File: src/rtl/th_ctrl_scan.sv
// Pixel threshold-calibration controller.
// Steps the discriminator threshold code from ScanLo upward. At each code it
// counts synchronised DiscriPul rising edges over a window of 2**WIN_LOG2
// enabled cycles. From the counts it extracts the baseline (BL, the code with
// the most hits) and the noise width (NW, the span of codes that had hits).
// It then drives TH = BL + TH_offset. Bypass hands DAC straight to TH.
//
// Start/done handshake: a scan is requested by a rising edge of ScanStart
// seen in IDLE or DONE with Bypass low; the level afterwards is ignored.
// ScanDone rises together with valid BL/NW/TH/NoHit. It stays high until the
// next scan starts or Bypass is asserted. There is no backpressure.
module th_ctrl_scan #(
  parameter int DAC_W    = 10,
  parameter int OFS_W    = 6,
  parameter int NW_W     = 4,
  parameter int WIN_LOG2 = 15,
  parameter int ZERO_RUN = 2
) (
  input  logic                CLK,
  input  logic                RSTn,
  input  logic                DiscriPul,
  input  logic                Bypass,
  input  logic                CLKEn,
  input  logic                ScanStart,
  input  logic [DAC_W-1:0]    ScanLo,
  input  logic [DAC_W-1:0]    ScanHi,
  input  logic [DAC_W-1:0]    DAC,
  input  logic [OFS_W-1:0]    TH_offset,
  output logic                ScanDone,
  output logic                NoHit,
  output logic [DAC_W-1:0]    TH,
  output logic [DAC_W-1:0]    BL,
  output logic [NW_W-1:0]     NW,
  output logic [WIN_LOG2:0]   Acc,
  output logic [2:0]          StateOut
);

  localparam int ACC_W = WIN_LOG2 + 1;
  localparam int ZR_W  = (ZERO_RUN < 2) ? 1 : $clog2(ZERO_RUN + 1);
  localparam logic [ZR_W-1:0]  ZR_LIM = ZR_W'(ZERO_RUN);
  localparam logic [DAC_W:0]   NW_LIM = (DAC_W + 1)'((1 << NW_W) - 1);

  typedef enum logic [2:0] {
    S_IDLE  = 3'd0,
    S_INIT  = 3'd1,
    S_COUNT = 3'd2,
    S_EVAL  = 3'd3,
    S_DONE  = 3'd4
  } state_t;

  state_t state, state_nxt;

  logic [2:0]          sync_q;     // [0],[1] synchroniser, [2] previous synced value
  logic                start_q;
  logic [DAC_W-1:0]    code;
  logic [WIN_LOG2-1:0] win_cnt;
  logic [ACC_W-1:0]    hits;
  logic [ACC_W-1:0]    max_hits;
  logic [DAC_W-1:0]    lo_code;
  logic [DAC_W-1:0]    hi_code;
  logic                seen;
  logic [ZR_W-1:0]     zero_run;

  logic                pul_rise;
  logic                start_rise;
  logic                win_last;
  logic                hit_any;
  logic [DAC_W-1:0]    bl_nxt;
  logic [DAC_W-1:0]    lo_nxt;
  logic [DAC_W-1:0]    hi_nxt;
  logic                seen_nxt;
  logic [ZR_W-1:0]     zr_nxt;
  logic                stop;
  logic [DAC_W:0]      span;
  logic [NW_W-1:0]     nw_sat;
  logic [DAC_W:0]      th_sum;
  logic [DAC_W-1:0]    th_final;

  assign pul_rise   = sync_q[1] & ~sync_q[2];
  assign start_rise = ScanStart & ~start_q;
  assign win_last   = CLKEn && (win_cnt == '1);
  assign StateOut   = state;

  // Per-code evaluation results and the values committed on scan completion.
  always_comb begin
    hit_any  = (hits != '0);
    bl_nxt   = (hits > max_hits) ? code : BL;
    lo_nxt   = (hit_any && !seen) ? code : lo_code;
    hi_nxt   = hit_any ? code : hi_code;
    seen_nxt = seen | hit_any;
    zr_nxt   = zero_run;
    if (hit_any)
      zr_nxt = '0;
    else if (seen && (zero_run != '1))
      zr_nxt = zero_run + ZR_W'(1);
    stop     = (code >= ScanHi) || ((ZERO_RUN > 0) && (zr_nxt == ZR_LIM));
    span     = {1'b0, hi_nxt} - {1'b0, lo_nxt} + (DAC_W + 1)'(1);
    nw_sat   = (span > NW_LIM) ? NW_LIM[NW_W-1:0] : span[NW_W-1:0];
    th_sum   = {1'b0, bl_nxt} + {{(DAC_W + 1 - OFS_W){1'b0}}, TH_offset};
    th_final = th_sum[DAC_W] ? '1 : th_sum[DAC_W-1:0];
  end

  // State register.
  always_ff @(posedge CLK or negedge RSTn) begin
    if (!RSTn) state <= S_IDLE;
    else       state <= state_nxt;
  end

  // Next-state logic; Bypass always wins and parks the FSM in IDLE.
  always_comb begin
    state_nxt = state;
    case (state)
      S_IDLE:  if (!Bypass && start_rise) state_nxt = S_INIT;
      S_INIT:  state_nxt = Bypass ? S_IDLE : S_COUNT;
      S_COUNT: begin
        if (Bypass)        state_nxt = S_IDLE;
        else if (win_last) state_nxt = S_EVAL;
      end
      S_EVAL: begin
        if (Bypass)    state_nxt = S_IDLE;
        else if (stop) state_nxt = S_DONE;
        else           state_nxt = S_COUNT;
      end
      S_DONE: begin
        if (Bypass)          state_nxt = S_IDLE;
        else if (start_rise) state_nxt = S_INIT;
      end
      default: state_nxt = S_IDLE;
    endcase
  end

  // Input synchronisation of the discriminator and ScanStart edge history.
  always_ff @(posedge CLK or negedge RSTn) begin
    if (!RSTn) begin
      sync_q  <= '0;
      start_q <= 1'b0;
    end else begin
      sync_q  <= {sync_q[1:0], DiscriPul};
      start_q <= ScanStart;
    end
  end

  // Scan bookkeeping: current code, window/hit counters, hit statistics.
  always_ff @(posedge CLK or negedge RSTn) begin
    if (!RSTn) begin
      code     <= '0;
      win_cnt  <= '0;
      hits     <= '0;
      max_hits <= '0;
      lo_code  <= '0;
      hi_code  <= '0;
      seen     <= 1'b0;
      zero_run <= '0;
    end else begin
      case (state)
        S_INIT: begin
          code     <= ScanLo;
          win_cnt  <= '0;
          hits     <= '0;
          max_hits <= '0;
          lo_code  <= '0;
          hi_code  <= '0;
          seen     <= 1'b0;
          zero_run <= '0;
        end
        S_COUNT: begin
          if (!Bypass && CLKEn) begin
            win_cnt <= win_cnt + WIN_LOG2'(1);
            if (pul_rise && (hits != '1)) hits <= hits + ACC_W'(1);
          end
        end
        S_EVAL: begin
          if (!Bypass) begin
            if (hits > max_hits) max_hits <= hits;
            lo_code  <= lo_nxt;
            hi_code  <= hi_nxt;
            seen     <= seen_nxt;
            zero_run <= zr_nxt;
            if (!stop) begin
              code    <= code + DAC_W'(1);
              win_cnt <= '0;
              hits    <= '0;
            end
          end
        end
        default: ;
      endcase
    end
  end

  // Result registers: BL, NW, Acc, ScanDone, NoHit.
  always_ff @(posedge CLK or negedge RSTn) begin
    if (!RSTn) begin
      BL       <= '0;
      NW       <= '0;
      Acc      <= '0;
      ScanDone <= 1'b0;
      NoHit    <= 1'b0;
    end else begin
      if (Bypass) ScanDone <= 1'b0;
      case (state)
        S_INIT: begin
          BL       <= '0;
          NW       <= '0;
          ScanDone <= 1'b0;
          NoHit    <= 1'b0;
        end
        S_EVAL: begin
          if (!Bypass) begin
            Acc <= hits;
            BL  <= bl_nxt;
            if (stop) begin
              NW       <= seen_nxt ? nw_sat : '0;
              NoHit    <= ~seen_nxt;
              ScanDone <= 1'b1;
            end
          end
        end
        default: ;
      endcase
    end
  end

  // Threshold output: DAC in bypass, scan code while scanning, final value after.
  always_ff @(posedge CLK or negedge RSTn) begin
    if (!RSTn) begin
      TH <= '0;
    end else if (Bypass) begin
      TH <= DAC;
    end else begin
      case (state)
        S_INIT: TH <= ScanLo;
        S_EVAL: TH <= stop ? th_final : (code + DAC_W'(1));
        default: ;
      endcase
    end
  end

endmodule

File: config.mk
export PLATFORM = sky130hd
export DESIGN_NAME = th_ctrl_scan
export DESIGN_NICKNAME = d
export VERILOG_FILES = /design/src/rtl/th_ctrl_scan.sv
export SDC_FILE = /design/constraint.sdc
export NUM_CORES = 1
export LEC_CHECK = 0
export CORE_ASPECT_RATIO = 2
export CORE_UTILIZATION = 52
export CTS_BUF_LIST = sky130_fd_sc_hd__clkbuf_16
export DETAILED_ROUTE_END_ITERATION = 8
export PLACE_DENSITY_LB_ADDON = 0.25
export SYNTH_ARGS = -nofsm -noshare
export SYNTH_HDL_FRONTEND = slang
export SYNTH_SLANG_ARGS = --single-unit
File: constraint.sdc
create_clock -name CLK -period 3.9 [get_ports CLK]
set_input_delay 0.975 -clock CLK [delete_from_list [all_inputs] [get_ports CLK]]
set_output_delay 0.975 -clock CLK [all_outputs]
set_load 0.005 [all_outputs]
# Word-level counts from Yosys, hierarchy flattened
# Index checks and enable logic that the tools add are counted.
word_totals:
  reg_bits: 129
op_classes:
  n_lt_le_gt_ge: 3
  n_bitwise: 7
  n_eq_ne: 17
  n_reduce_logical: 22
  mux: 55
  n_addsub: 7
ops:
  columns: ["operator", "count"]
  rows:
  - ["$mux 10", 11]
  - ["$pmux 10 s2", 5]
  - ["$mux 16", 6]
  - ["$pmux 16 s3", 1]
  - ["$mux 15", 3]
  - ["$pmux 15 s3", 1]
  - ["$pmux 16 s2", 1]
  - ["$mux 3", 7]
  - ["$add 16x1->16 const B", 1]
  - ["$gt 16x16->1", 1]
  - ["$mux 4", 4]
  - ["$ne 16x16->1 const B", 1]
  - ["$ne 2x2->1 const B", 8]
  - ["$reduce_bool 16->1", 1]
  - ["$add 15x1->15 const B", 1]
  - ["$eq 15x15->1 const B", 1]
  - ["$pmux 3 s5", 1]
  - ["$reduce_and 3->1", 4]
  - ["$add 10x6->11", 1]
  - ["$add 11x1->11 const B", 1]
  - ["$gt 11x4->1 const B", 1]
  - ["$sub 10x10->11", 1]
  - ["$add 10x1->10 const B", 1]
  - ["$ge 10x10->1", 1]
  - ["23 further kinds", 47]

# Logic depth before layout (Yosys ltp)
# Gate-level depths: netlist (run 1).
depth:
  word_depth: 11
  ltp_mapped: 20
  depth_no_buf: 19

# Worst setup path after synthesis (run 1)
# OpenSTA, ideal clock, no wires.
synth_path:
  path_kind: "reg-to-reg"
  start: "register hits[0]"
  end: "register NW[3]"
  t_required_ps: 3774
  setup_slack_ps: -250
  stages_incl_launch_ff: 20
  t_arrival_ps: 4024
  cell_sequence: "dfrtp_1 > inv_1 > ha_1 > nor4b_2 > nand4_2 > nor2b_1 > buf_2 > mux2_2 > ha_1 > inv_1 > ha_1 > fa_1 > a21o_1 > a21oi_1 > o21ai_0 > mux2_2 > nor4_1 > a21oi_1 > o21a_1 > a221o_1"
synth_between:
  elab_chain_cells: 11
  word_cells_on_any_way: 18
synth_lines:
  columns: ["item", "line", "source"]
  rows:
  - ["from (decl)", "57", "logic [ACC_W-1:0] hits;"]
  - ["from (signal assigned)", "169", "if (pul_rise && (hits != '1)) hits <= hits + ACC_W'(1);"]
  - ["$reduce_bool 16->1 *", "86", "hit_any = (hits != '0);"]
  - ["$logic_and 1x1->1", "88", "lo_nxt = (hit_any && !seen) ? code : lo_code;"]
  - ["$mux 10", "88", null]
  - ["$sub 10x10->11", "97", "span = {1'b0, hi_nxt} - {1'b0, lo_nxt} + (DAC_W + 1)'(1);"]
  - ["$add 11x1->11", "97", null]
  - ["$gt 11x4->1", "98", "nw_sat = (span > NW_LIM) ? NW_LIM[NW_W-1:0] : span[NW_W-1:0];"]
  - ["$mux 4", "98", null]
  - ["$mux 4", "213", "NW <= seen_nxt ? nw_sat : '0;"]
  - ["$mux 4", "212", "if (stop) begin"]
  - ["$mux 4", "209", "if (!Bypass) begin"]
  - ["$pmux 4 s2", "201", "case (state)"]
  - ["to (signal assigned)", "213", null]
  - ["to (decl)", "33", "output logic [NW_W-1:0] NW,"]
# Every way passes the cells marked *; elsewhere a longest branch is shown, timed or not. The select of a mux whose other input is x is not followed.
# A chain may end at the register's enable or synchronous reset.

# Worst setup path after layout (run 1)
layout_path:
  start: "register hits[1]"
  end: "register TH[8]"
layout_between:
  elab_chain_cells: 7
  word_cells_on_any_way: 11
layout_lines:
  columns: ["item", "line", "source"]
  rows:
  - ["$gt 16x16->1 or $reduce_bool 16->1 (tied branches)", "87, 86", null]
  - ["$mux 10 or $mux 2 (tied branches)", "87, 92", null]
  - ["$add 10x6->11 or $eq 2x2->1 (tied branches)", "99, 96", null]
  - ["$mux 10 or $logic_or 1x1->1 (tied branches)", "100, 96", null]
  - ["$mux 10 *", "233", "S_EVAL: TH <= stop ? th_final : (code + DAC_W'(1));"]
  - ["$pmux 10 s2 *", "231", "case (state)"]
  - ["$mux 10 *", "228", "end else if (Bypass) begin"]
  - ["to (signal assigned)", "232", "S_INIT: TH <= ScanLo;"]
  - ["to (signal assigned)", "233", null]
  - ["to (decl)", "31", "output logic [DAC_W-1:0] TH,"]
# Every way passes the cells marked *; elsewhere a longest branch is shown, timed or not.

==> key figures, run 1 <==
Setup path
  • Reg2reg setup slack: -180 ps
  • Critical path launch point type: flip-flop
  • FF-to-FF End: TH[8]
  • Max incr delay on CP: about 450 ps
  • Reg2Reg Depth: 19
  • Critical Path Slowest Stage Cell: dfrtp_1
  • R2R Path Start: hits[1]
  • Worst-path maximum fanout: 4
  • Kind of critical path: reg -> reg
  • CP endpoint kind: flip-flop
  • CP required: 4210 ps
  • Critical Path, Cell by Cell: ha_4, nor2b_4, o211ai_1, a2111oi_4, nor4_4, nor2_4, mux2_4, ha_4, inv_2, fa_2, nor2b_2, o31a_1, o21ai_2, buf_6, nor2b_4, nor2_2, o221a_2, a211oi_2, o22ai_1
  • CP arrival: approximately 4400 ps

Logic synthesis
  • Ys async rst share: 100%
  • Seq/Total Area, Yosys: roughly 40%
  • EDFF count, synth: 0
  • Post-synthesis mux area share: between 4 and 5%
  • Post-Synth XOR/XNOR Area: between 2 and 3%
  • Synth warnings: 0
  • Post-synthesis compound-gate area fraction: between 10% and 20%
  • Syn Std Cell Area: ~8000 um^2
  • #FFs+latches synth: about 130
  • Top FF cell, synth: dfrtp_1
  • Largest family of logic cells by synthesized area: simple AND/OR/NAND/NOR gates
  • Distinct cell type count after synthesis: 65
  • Simple-Gate Fraction of Synth Area: approximately 20%
  • Mapped Cells: approximately 900
  • Area share of fa/ha/maj cells after synthesis: 9.27%
  • Avg Cell Area, Syn: roughly 8.9 um^2
  • Syn_nets: 999

Timing
  • Slew HR: about 44%
  • Final setup vio count: 13
  • Final Cycle Share: 105%
  • Tmin final: 4080 ps
  • Hold Vio Cnt, Final: 0
  • Skew final: roughly 12 ps
  • Final worst slack: -185 ps
  • Max Freq: 0.245 GHz
  • Final setup TNS: -1440 ps
  • Unrepaired setup endpoints after global routing: true
  • Slew @ Worst Pin: about 800 ps
  • Final Max Tran Viols: 0

Detailed routing
  • Avg WL per Cell: roughly 21 um
  • Post-route ant nets: 0
  • Drt pass-1 iters: 5
  • Vias per std cell: approximately 6
  • Detailed Route WL: between 20 and 30 mm
  • Drt initial violations: approximately 460
  • Via count: ~7700
  • Residual DRC: 0

Layout
  • Area Growth Syn to Fin: 36.7%
  • Nets: 1165
  • Diodes inserted: 0
  • Share of post-route cells with drive strength above 1: a little over a fifth
  • Non-Filler Instances: approximately 1300
  • Final instance area: 10900 um^2
  • FILL cells: slightly above 1000

Clock tree
  • CTS tree: built
  • Clk sinks: approximately 130
  • Num CTS Buffers: 17
  • Clk slew on worst S/H paths: approximately 60 ps
  • Clk root buf: clkbuf_16
  • Worst skew pair latency: 430 ps
  • H-tree levels: 4
  • CTS Buffer Depth: 2

Die
  • Die width: 89.7 um
  • FP Rows: 63
  • Starting density of the core: a little over half
  • Die height: roughly 180 um
  • Die footprint: about 16000 um^2
  • CORE AREA: about 15000 um^2
  • Num ports: a little under 90

Place
  • GP Congestion: between 0.9 and 1
  • Placed insts: about 1200
  • Post-DP Area: 9510 um^2
  • I/O Buffers: 86
  • DP Wirelength: around 17 mm

Worst hold path
  • Hold EP: sync_q[2]
  • Worst Hold Class: reg -> reg
  • Hold path start: sync_q[1]
  • Hold path cells: 0

Job
  • Max-Cap Viols: 0

Outcome
  • Failing checks: setup timing
  • Outcome: finished with violations

Pwr
  • Power per cell area: between 400 and 500 nW/um^2
  • Peak VDD IR: 0.319 mV
  • Pleak: 4.97 nW

Global route
  • Antenna violations before repair: 0
  • First-pass GRT wire length: about 38 mm
  • Largest net degree at the start of global routing: between 50 and 60
  • GRT Overall Usage: 31.8%
  • Number of global-route vias before repair: approximately 7700
  • Gr ovfl total: 0
layer usage:
metal / vias to the layer above / track usage, % / share of wire, %
li1: 3525 / - / -
met1: 3766 / 31.9 / 34
met2: 302 / 55.9 / 53
met3: 131 / 5.77 / 5.1
met4: 0 / 24.3 / 8.0
met5: - / 0 / 0
cell families after synthesis:
kind of cell / count (synthesis)
AO/OA/AOI/OAI: 212
XOR/XNOR: 27
adder cells (fa/ha/maj): 58
buffers and inverters: 101
flip-flops: 129
multiplexers: 33
AND/OR/NAND/NOR: 339
cell usage after synthesis (all sizes together), types with 4 or more instances:
master | count | area (um^2)
a2111oi | 4 | 55.1
a211oi | 13 | 97.6
a21o | 10 | 75.1
a21oi | 32 | 160
a221o | 6 | 60.1
a221oi | 6 | 52.6
a31oi | 17 | 106
and2 | 4 | 25.0
and3 | 14 | 87.6
buf | 18 | 106
clkbuf | 38 | 144
dfrtp | 129 | 3230
ha | 56 | 701
inv | 45 | 169
mux2 | 16 | 180
mux2i | 17 | 170
nand2 | 142 | 533
nand2b | 17 | 114
nand3 | 54 | 270
nand4 | 8 | 56.3
nor2 | 53 | 204
nor2b | 13 | 83.8
nor3 | 13 | 65.1
nor4 | 13 | 100
o21ai | 67 | 347
o22ai | 8 | 50.1
o31ai | 25 | 188
xnor2 | 24 | 210
worst max-delay path, delay by kind of cell, from the launching register on:
family	cells	cell delay, ps
multiplexers	1	340
AND/OR/NAND/NOR	6	890
buffers and inverters	2	190
adder cells (fa/ha/maj)	3	620
flip-flops	1	450
AO/OA/AOI/OAI	7	1480
registers in the layout (all words and copies together) (netlist names), 4 cells and up:
signal,count
Acc,16
hits,16
max_hits,16
win_cnt,15
BL,10
TH,10
code,10
hi_code,10
lo_code,10
NW,4
layout by cell type (no fill, tap or decap), drive strengths merged, types with 3 or more instances in the layout:
cell type / netlist / final
xnor2: 24 / 24
xor2: 3 / 3
and2: 4 / 4
nand2: 142 / 142
a211oi: 13 / 13
nand4: 8 / 8
nor2b: 13 / 13
nor2: 53 / 53
o21ai: 67 / 67
a31oi: 17 / 17
nand2b: 17 / 17
o31ai: 25 / 25
nor3: 13 / 13
nand3: 54 / 54
nor4: 13 / 13
clkdlybuf4s50: 0 / 85
ha: 56 / 56
a21o: 10 / 10
inv: 45 / 46
and3: 14 / 14
o22ai: 8 / 8
clkinv: 0 / 7
mux2: 16 / 16
buf: 18 / 115
a21oi: 32 / 32
bufinv: 0 / 5
a221o: 6 / 6
o211ai: 3 / 3
a221oi: 6 / 6
a22oi: 3 / 3
clkbuf: 38 / 20
dfrtp: 129 / 129
mux2i: 17 / 17
a2111oi: 4 / 4
a311oi: 3 / 3
power breakdown:
group	switching (mW)	internal [mW]	total [mW]
Sequential	0.106	1.40	1.50
Combinational	0.770	0.748	1.52
Clock	0.636	1.13	1.77
cell type report:
class	count	area [um^2]	area share, %
multi-input cells	669	4770	43.7
flip-flops and latches	129	3230	29.6
repair buffers	203	1870	17.1
clock buffers	17	425	3.89
well taps	195	244	2.23
clock inverters	15	218	1.99
inverters	45	169	1.55
what timing repair did:
item / 4_1_cts / 5_1_grt
buffers inserted: 18 / 14
resized for setup: 21 / 74
hold buffers: 0 / 0
gates cloned: 0 / 6
pin swaps: 4 / 23
setup endpoints to repair: 14 / 34
stage by stage:
stage	utilization, %	power (mW)	hold WS, ps	setup slack [ps]
2_1_floorplan	-	2.20	331	-69.9
3_3_place_gp	63.8	2.66	360	-80.9
3_5_place_dp	63.8	2.68	360	-166
4_1_cts	69.8	4.57	373	-7.12
5_1_grt	73.3	4.98	376	-309
6_report	73.3	4.78	375	-185
worst max path at each step:
stage                     slack [ps]     from     to  depth (start not counted)
final                           -180  hits[1]  TH[8]                         19
after CTS                         -7  hits[1]  NW[1]                         18
after floorplan                  -70  hits[0]  NW[3]                         19
after global placement           -80  hits[1]  TH[9]                         17
after global routing            -310  hits[1]  TH[8]                         19
after detailed placement        -170  hits[1]  TH[1]                         18
No activity file was read; power rests on OpenSTA's default activity.
==> run 2, diff against run 1 <==
- CTS_CLUSTER_DIAMETER: default -> 60
==> results of run 2 <==
Same layout as run 1: the final DEF is identical, and so are final timing and power.
